$ cat src/rtl/conv_param.sv
// Streaming 1-D convolution: loads an N-word vector and an M-tap filter, then emits
// the N-M+1 valid-mode results, P lanes at a time, saturated to T bits.
module conv_param #(
    parameter int T    = 20,
    parameter int N    = 20,
    parameter int M    = 13,
    parameter int P    = 2,
    parameter int RELU = 0
) (
    input  logic                clk,
    input  logic                reset,
    input  logic [T-1:0]        s_data_in_x,
    input  logic                s_valid_x,
    output logic                s_ready_x,
    input  logic [T-1:0]        s_data_in_f,
    input  logic                s_valid_f,
    output logic                s_ready_f,
    output logic signed [T-1:0] m_data_out_y,
    output logic                m_valid_y,
    input  logic                m_ready_y
);
    localparam int AW = 2*T + $clog2(M);
    localparam int XW = $clog2(N+1);
    localparam int XI = $clog2(N);
    localparam int FW = $clog2(M+1);
    localparam int FI = $clog2(M);
    localparam int LW = (P > 1) ? $clog2(P) : 1;

    localparam logic [XW-1:0] N_CNT  = XW'(N);
    localparam logic [XW-1:0] N_LAST = XW'(N-1);
    localparam logic [XW-1:0] LAST_I = XW'(N-M);
    localparam logic [XW-1:0] P_STEP = XW'(P);
    localparam logic [FW-1:0] M_CNT  = FW'(M);
    localparam logic [FW-1:0] M_LAST = FW'(M-1);
    localparam logic [LW-1:0] LANE_MAX = LW'(P-1);

    typedef enum logic [1:0] {LOAD, COMPUTE, OUTPUT} state_t;
    state_t state;

    logic signed [T-1:0]   x_mem [N];
    logic signed [T-1:0]   f_mem [M];
    logic [XW-1:0]         x_cnt, base, out_i;
    logic [FW-1:0]         f_cnt, tap;
    logic [LW-1:0]         lane;
    logic signed [AW-1:0]  acc [P];
    logic signed [T-1:0]   res [P];
    logic [XW:0]           idx [P];
    logic signed [2*T-1:0] prod [P];
    logic x_fire, f_fire, x_done, f_done, last_lane, last_group;

    // Readies are combinational so both streams accept data in the very first cycle out of reset.
    assign s_ready_x = !reset && (state == LOAD) && (x_cnt < N_CNT);
    assign s_ready_f = !reset && (state == LOAD) && (f_cnt < M_CNT);
    assign x_fire    = s_valid_x && s_ready_x;
    assign f_fire    = s_valid_f && s_ready_f;
    assign x_done    = (x_cnt == N_CNT) || (x_fire && (x_cnt == N_LAST));
    assign f_done    = (f_cnt == M_CNT) || (f_fire && (f_cnt == M_LAST));

    assign out_i      = base + XW'(lane);
    assign last_group = (out_i == LAST_I);
    assign last_lane  = last_group || (lane == LANE_MAX);

    // Lanes past the end of the vector (inactive tail of the last group) contribute zero.
    always_comb begin
        for (int k = 0; k < P; k++) begin
            idx[k]  = {1'b0, base} + (XW+1)'(k) + (XW+1)'(tap);
            prod[k] = '0;
            if (idx[k] < (XW+1)'(N))
                prod[k] = (2*T)'(x_mem[idx[k][XI-1:0]]) * (2*T)'(f_mem[tap[FI-1:0]]);
        end
    end

    function automatic logic signed [T-1:0] saturate(input logic signed [AW-1:0] a);
        logic signed [AW-1:0] hi, lo;
        logic signed [T-1:0]  r;
        hi = {{(AW-T+1){1'b0}}, {(T-1){1'b1}}};
        lo = {{(AW-T+1){1'b1}}, {(T-1){1'b0}}};
        if (a > hi)      r = hi[T-1:0];
        else if (a < lo) r = lo[T-1:0];
        else             r = a[T-1:0];
        if (RELU != 0 && r[T-1]) r = '0;
        return r;
    endfunction

    // NOTE: storage arrays carry no reset; the word counters alone define what is valid,
    // which keeps the arrays as plain RAM-style registers.
    always_ff @(posedge clk) begin
        if (x_fire) x_mem[x_cnt[XI-1:0]] <= s_data_in_x;
        if (f_fire) f_mem[f_cnt[FI-1:0]] <= s_data_in_f;
    end

    always_ff @(posedge clk) begin
        if (reset) begin
            state        <= LOAD;
            x_cnt        <= '0;
            f_cnt        <= '0;
            tap          <= '0;
            base         <= '0;
            lane         <= '0;
            m_valid_y    <= 1'b0;
            m_data_out_y <= '0;
            for (int k = 0; k < P; k++) begin
                acc[k] <= '0;
                res[k] <= '0;
            end
        end else begin
            case (state)
                LOAD: begin
                    if (x_fire) x_cnt <= x_cnt + XW'(1);
                    if (f_fire) f_cnt <= f_cnt + FW'(1);
                    if (x_done && f_done) begin
                        tap   <= '0;
                        state <= COMPUTE;
                    end
                end
                COMPUTE: begin
                    if (tap == M_CNT) begin
                        for (int k = 0; k < P; k++) res[k] <= saturate(acc[k]);
                        m_data_out_y <= saturate(acc[0]);
                        m_valid_y    <= 1'b1;
                        lane         <= '0;
                        tap          <= '0;
                        state        <= OUTPUT;
                    end else begin
                        for (int k = 0; k < P; k++)
                            acc[k] <= (tap == '0) ? AW'(prod[k]) : acc[k] + AW'(prod[k]);
                        tap <= tap + FW'(1);
                    end
                end
                OUTPUT: begin
                    if (m_ready_y) begin
                        if (last_lane) begin
                            m_valid_y <= 1'b0;
                            if (last_group) begin
                                x_cnt <= '0;
                                f_cnt <= '0;
                                base  <= '0;
                                state <= LOAD;
                            end else begin
                                base  <= base + P_STEP;
                                state <= COMPUTE;
                            end
                        end else begin
                            lane         <= lane + LW'(1);
                            m_data_out_y <= res[lane + LW'(1)];
                        end
                    end
                end
                default: state <= LOAD;
            endcase
        end
    end
endmodule

$ cat config.mk
export PLATFORM = sky130hd
export DESIGN_NAME = conv_param
export DESIGN_NICKNAME = d
export VERILOG_FILES = /design/src/rtl/conv_param.sv
export SDC_FILE = /design/constraint.sdc
export NUM_CORES = 2
export LEC_CHECK = 0
export BUFFER_PORTS_ARGS = -buffer_cell sky130_fd_sc_hd__buf_4
export CORE_MARGIN = 4
export CORE_UTILIZATION = 50
export CTS_CLUSTER_DIAMETER = 40
export DETAILED_ROUTE_END_ITERATION = 12
export GPL_TIMING_DRIVEN = 0
export PLACE_DENSITY = 0.76
export SYNTH_ARGS = -nofsm -noshare
export SYNTH_HDL_FRONTEND = slang
export SYNTH_SLANG_ARGS = --single-unit
$ cat constraint.sdc
create_clock -name clk -period 19.55 [get_ports clk]
set_input_delay 2.9325 -clock clk [delete_from_list [all_inputs] [get_ports clk]]
set_output_delay 2.9325 -clock clk [all_outputs]
set_load 0.005 [all_outputs]
# Word-level counts from Yosys, hierarchy flattened
# Memory sizes are Yosys's and may differ from the RTL's. A register that Yosys moved wholly into a read port is not among the register bits.
# Cells that the tools add are included.
# word_totals
ff_bits	42
ramBits	788
memories	4
# classes
add_sub_neg	11
multipliers	2
order_cmp	8
n_eq_ne	16
n_mux	65
n_bitwise	4
n_reduce_logical	24
# memory_table
memory	depth	width	rd	rd_ports_with_merged_regs	wr	line	rtl
x_mem	20	20	2	0	1	40	logic signed [T-1:0] x_mem [N];
f_mem	13	20	1	1	1	41	logic signed [T-1:0] f_mem [M];
acc	2	44	2	0	2	45	logic signed [AW-1:0] acc [P];
res	2	20	1	0	2	46	logic signed [T-1:0] res [P];
# ops
op	n
$mux W20	14
$mux W44	4
$add A44 B40 Y44	2
$gt A44 B20 Y1 const B	2
$lt A44 B20 Y1 const B	2
$mul A20 B20 Y40	2
$mux W40	2
$pmux W20 S2	1
$mux W4	8
$mux W5	5
$mux W1	21
$pmux W4 S2	2
$ne A2 B2 Y1 const B	7
$eq A4 B4 Y1 const B	3
$lt A6 B5 Y1 const B	2
$reduce_and A4 Y1	3
$eq A5 B5 Y1 const B	2
$pmux W5 S2	1
$reduce_and A5 Y1	2
$add A4 B1 Y4 const B	2
$logic_and A1 B1 Y1	8
$mux W2	4
$add A5 B1 Y6 const B	1
$add A5 B4 Y6	1
other kinds (21)	29

# Logic depth before layout (Yosys ltp)
# logic_depth
depth_word	11
ltp_mapped	53

# Worst setup path before layout
# OpenSTA, ideal clock, no wires.
# synth_timing
path_type	register -> register
from	register tap[0]
to	memory acc[0][85] (netlist name) (data pin)
setup_time_ns	0.270
arrival_ns	12.289
setup_slack_ns	6.992
stages_incl_launch_ff	51
synth_period_minus_slack_ns	12.558
cell_sequence	dfxtp_1 -> buf_2 -> buf_4 -> buf_2 -> buf_2 -> buf_2 -> buf_2 -> clkbuf_1 -> fa_1 -> buf_2 -> buf_2 -> buf_2 -> mux4_2 -> mux4_2 -> mux2i_1 -> nor2_1 -> fa_1 -> fa_1 -> [15 not listed] -> a21oi_1 -> o41ai_1 -> a21oi_1 -> a31oi_1 -> o21ai_0 -> xnor2_1 -> nor2_1 -> ha_1 -> and4_1 -> nor2b_1 -> nand2_1 -> a21oi_1 -> a2111oi_0 -> nand3_1 -> and2_1 -> clkbuf_1 -> o311ai_0 -> a21boi_1
# synth_lines
item	line	rtl
start: declaration	43	logic [FW-1:0] f_cnt, tap;
start signal: assignment	127	tap <= tap + FW'(1);
end: declaration	45	

==> out/results.txt <==
Clock buffer depth -> 3
DP Wirelength -> 169000 um
CTS tree -> done
Failing checks -> max-capacitance violations, max-slew violations
Vias per inst -> 6.25
Die height -> 386 um
Min Hold Slack -> 0.492 ns
First-pass GRT wire length -> 334000 um
Reg clk slew, reported paths -> 0.06 ns
Hold violation total from the final report -> 0
Most common cell after layout, fill and taps aside -> inv_1
Fin Clk Skew -> 0.0526 ns
Post-CTS Resized -> 0
Worst slew pin tran -> 1.51 ns
Startpoint Class -> flip-flop
Full die area -> 149000 um2
Crit-path slowest cell -> clkbuf_1
Vias -> 52200
FF-to-FF Start -> tap[0]
Reg2Reg Depth -> 47
Area delta synth->final -> 9.67%
Starting Density -> 50.4%
Setup tns final -> 0 ns
DR DRC count -> 0
CTS hold repair buffers -> 0
Ports -> 68
Required @ worst endpoint -> 19.98 ns
Setup violations, final -> 0
# nets final -> 7564
Vias in the first global route -> 53000
Worst-skew pair later-pin latency -> 0.75 ns
Fill cells -> 11500
CP Max Fanout -> 10
R2R Setup Slk -> 2.57 ns
Post-synth cell types -> 103
Status -> finished, violations left
Relative slew slack -> -1.63%
Yosys reg bits -> 833
Crit. End Element -> flip-flop
Min Clock Period, post-route -> 16.98 ns
Core area -> 142000 um2
Final core occ -> 55.3%
Port bufs -> 67
Slew Viols, Final -> 12
Num Clock Sinks -> 833
Commonest cells after routing, fill and taps aside -> inv_1 (950), fa_1 (843), edfxtp_1 (788)
Seq/Total Area, Yosys -> 34.3%
Min-delay worst type -> flip-flop to flip-flop
Post-DRT Antenna Nets -> 0
TritonCTS Buffers -> 99
Max Fclk -> 58.9 MHz
Largest net degree at the start of global routing -> 61
Area occupied by multi-input gates -> 42400 um2
Post-synth EDFFs -> 788
Synthesized netlist cell count -> 6165
Buffer type at the clock tree root -> clkbuf_16
Die W -> 386 um
Data arrival, critical path -> 17.41 ns
RR Endpoint -> acc[0][85]
DR iter-0 viols -> 6548
Post-CTS setup buffer count -> 0
Fraction of layout instances using a drive strength above 1 -> 12.0%
RSZ-0062 raised after global routing -> false
TritonRoute pass-1 iters -> 6
Total GRT Usage -> 29.7%
Crit path from -> tap[0]
Syn Nets -> 7361
Post-Syn Area -> 71600 um2
Congestion Overflow GR -> 0
CP most frequent cell -> fa_1
Core Rows -> 138
Routability cong. -> 1.04
Post-DR wirelength/cell -> 26.7 um
H-tree depth -> 3
Post-Route WL -> 223000 um
Initial antenna violation count -> 6
CP Class -> flip-flop to flip-flop
Avg Cell Area, Syn -> 11.6 um2
Reg area -> 24600 um2
Async SR Flop Fraction -> 0%
CP peak stage delay -> 0.86 ns
Period utilization -> 86.8%
Post-synth top flop -> edfxtp_1
Yosys warns -> 0
Max cap viols -> 3
CP endpoint -> acc[0][85]
## critical path, delay by kind of cell, from the launching register on
family,cells,cell delay (ns)
fa+ha+maj,10,5.18
simple gates,10,1.78
flops,1,0.37
compound gates,6,1.92
mux,3,1.45
xor+xnor,1,0.27
buf+inv,17,5.64
## synthesized netlist by cell type (41+ instances only)
master	n	area, um2
o21a_1	41	308
a211oi_1	94	706
buf_2	63	315
nand3_1	45	225
inv_1	950	3570
nand2b_1	184	1150
a21oi_1	258	1290
nand2_1	359	1350
fa_1	843	16900
dfxtp_1	45	901
edfxtp_1	788	23700
mux4_2	286	6440
xor2_1	52	455
and2_1	55	344
a21o_1	68	510
nor3_1	52	260
mux2i_1	59	591
clkbuf_1	219	822
o21ai_0	107	536
nor2b_1	112	701
ha_1	308	3850
nor2_1	633	2380
xnor2_1	98	858
or2_2	47	294
## cell type report
| cell class | count | share of cell area [%] |
|---|---|---|
| Multi-Input combinational cell | 4071 | 53.9 |
| Sequential cell | 833 | 31.3 |
| Inverter | 950 | 4.54 |
| Clock buffer | 116 | 3.29 |
| Tap cell | 1890 | 3.01 |
| Buffer | 311 | 1.68 |
| Timing Repair Buffer | 102 | 1.38 |
| Clock inverter | 68 | 0.854 |
| Antenna cell | 5 | 0.0159 |
## through the flow
step	area (um2)	setup slack (ns)	instances
6_report	78500	2.57	8346
3_5_place_dp	75200	3.23	8155
4_1_cts	78500	3.08	8339
3_3_place_gp	74500	3.36	8122
2_1_floorplan	71600	6.99	6165
5_1_grt	78500	2.12	8342
## kinds of logic after synthesis
logic type                 synth area share (%)
AOI/OAI and AO/OA                          7.07
buffers and inverters                      6.82
adders and majority gates                  29.0
DFF                                        34.3
xor gates and xnor gates                   1.87
muxes                                      10.3
and+or+nand+nor                            10.7
## routing by layer
metal / track usage (%) / part of all wire [%] / vias up
met3: 9.88 / 14 / 769
met5: 0 / 0.019 / -
met2: 44.7 / 44 / 3853
met4: 15.0 / 6.1 / 6
li1: - / - / 21300
met1: 38.7 / 36 / 26300
## flip-flops by register name (all words and copies together), names as in the netlist, 4 cells and up, named ones only
name,flops
f_mem,260
x_mem,400
res,40
x_cnt,5
tap,4
m_data_out_y,20
f_cnt,4
base,4
acc,88
## worst min-delay path by stage
stage                     cells past startpoint             from         endpoint
after floorplan                               2  m_data_out_y[0]  m_data_out_y[0]
after global placement                        2  m_data_out_y[6]  m_data_out_y[6]
after detailed placement                      2  m_data_out_y[6]  m_data_out_y[6]
after CTS                                     2  m_data_out_y[6]  m_data_out_y[6]
after global routing                          2  m_data_out_y[2]  m_data_out_y[2]
final                                         2  m_data_out_y[6]  m_data_out_y[6]
Power is not shown: default switching activity piles up to over one toggle a cycle in this logic, so the estimate is an artifact.
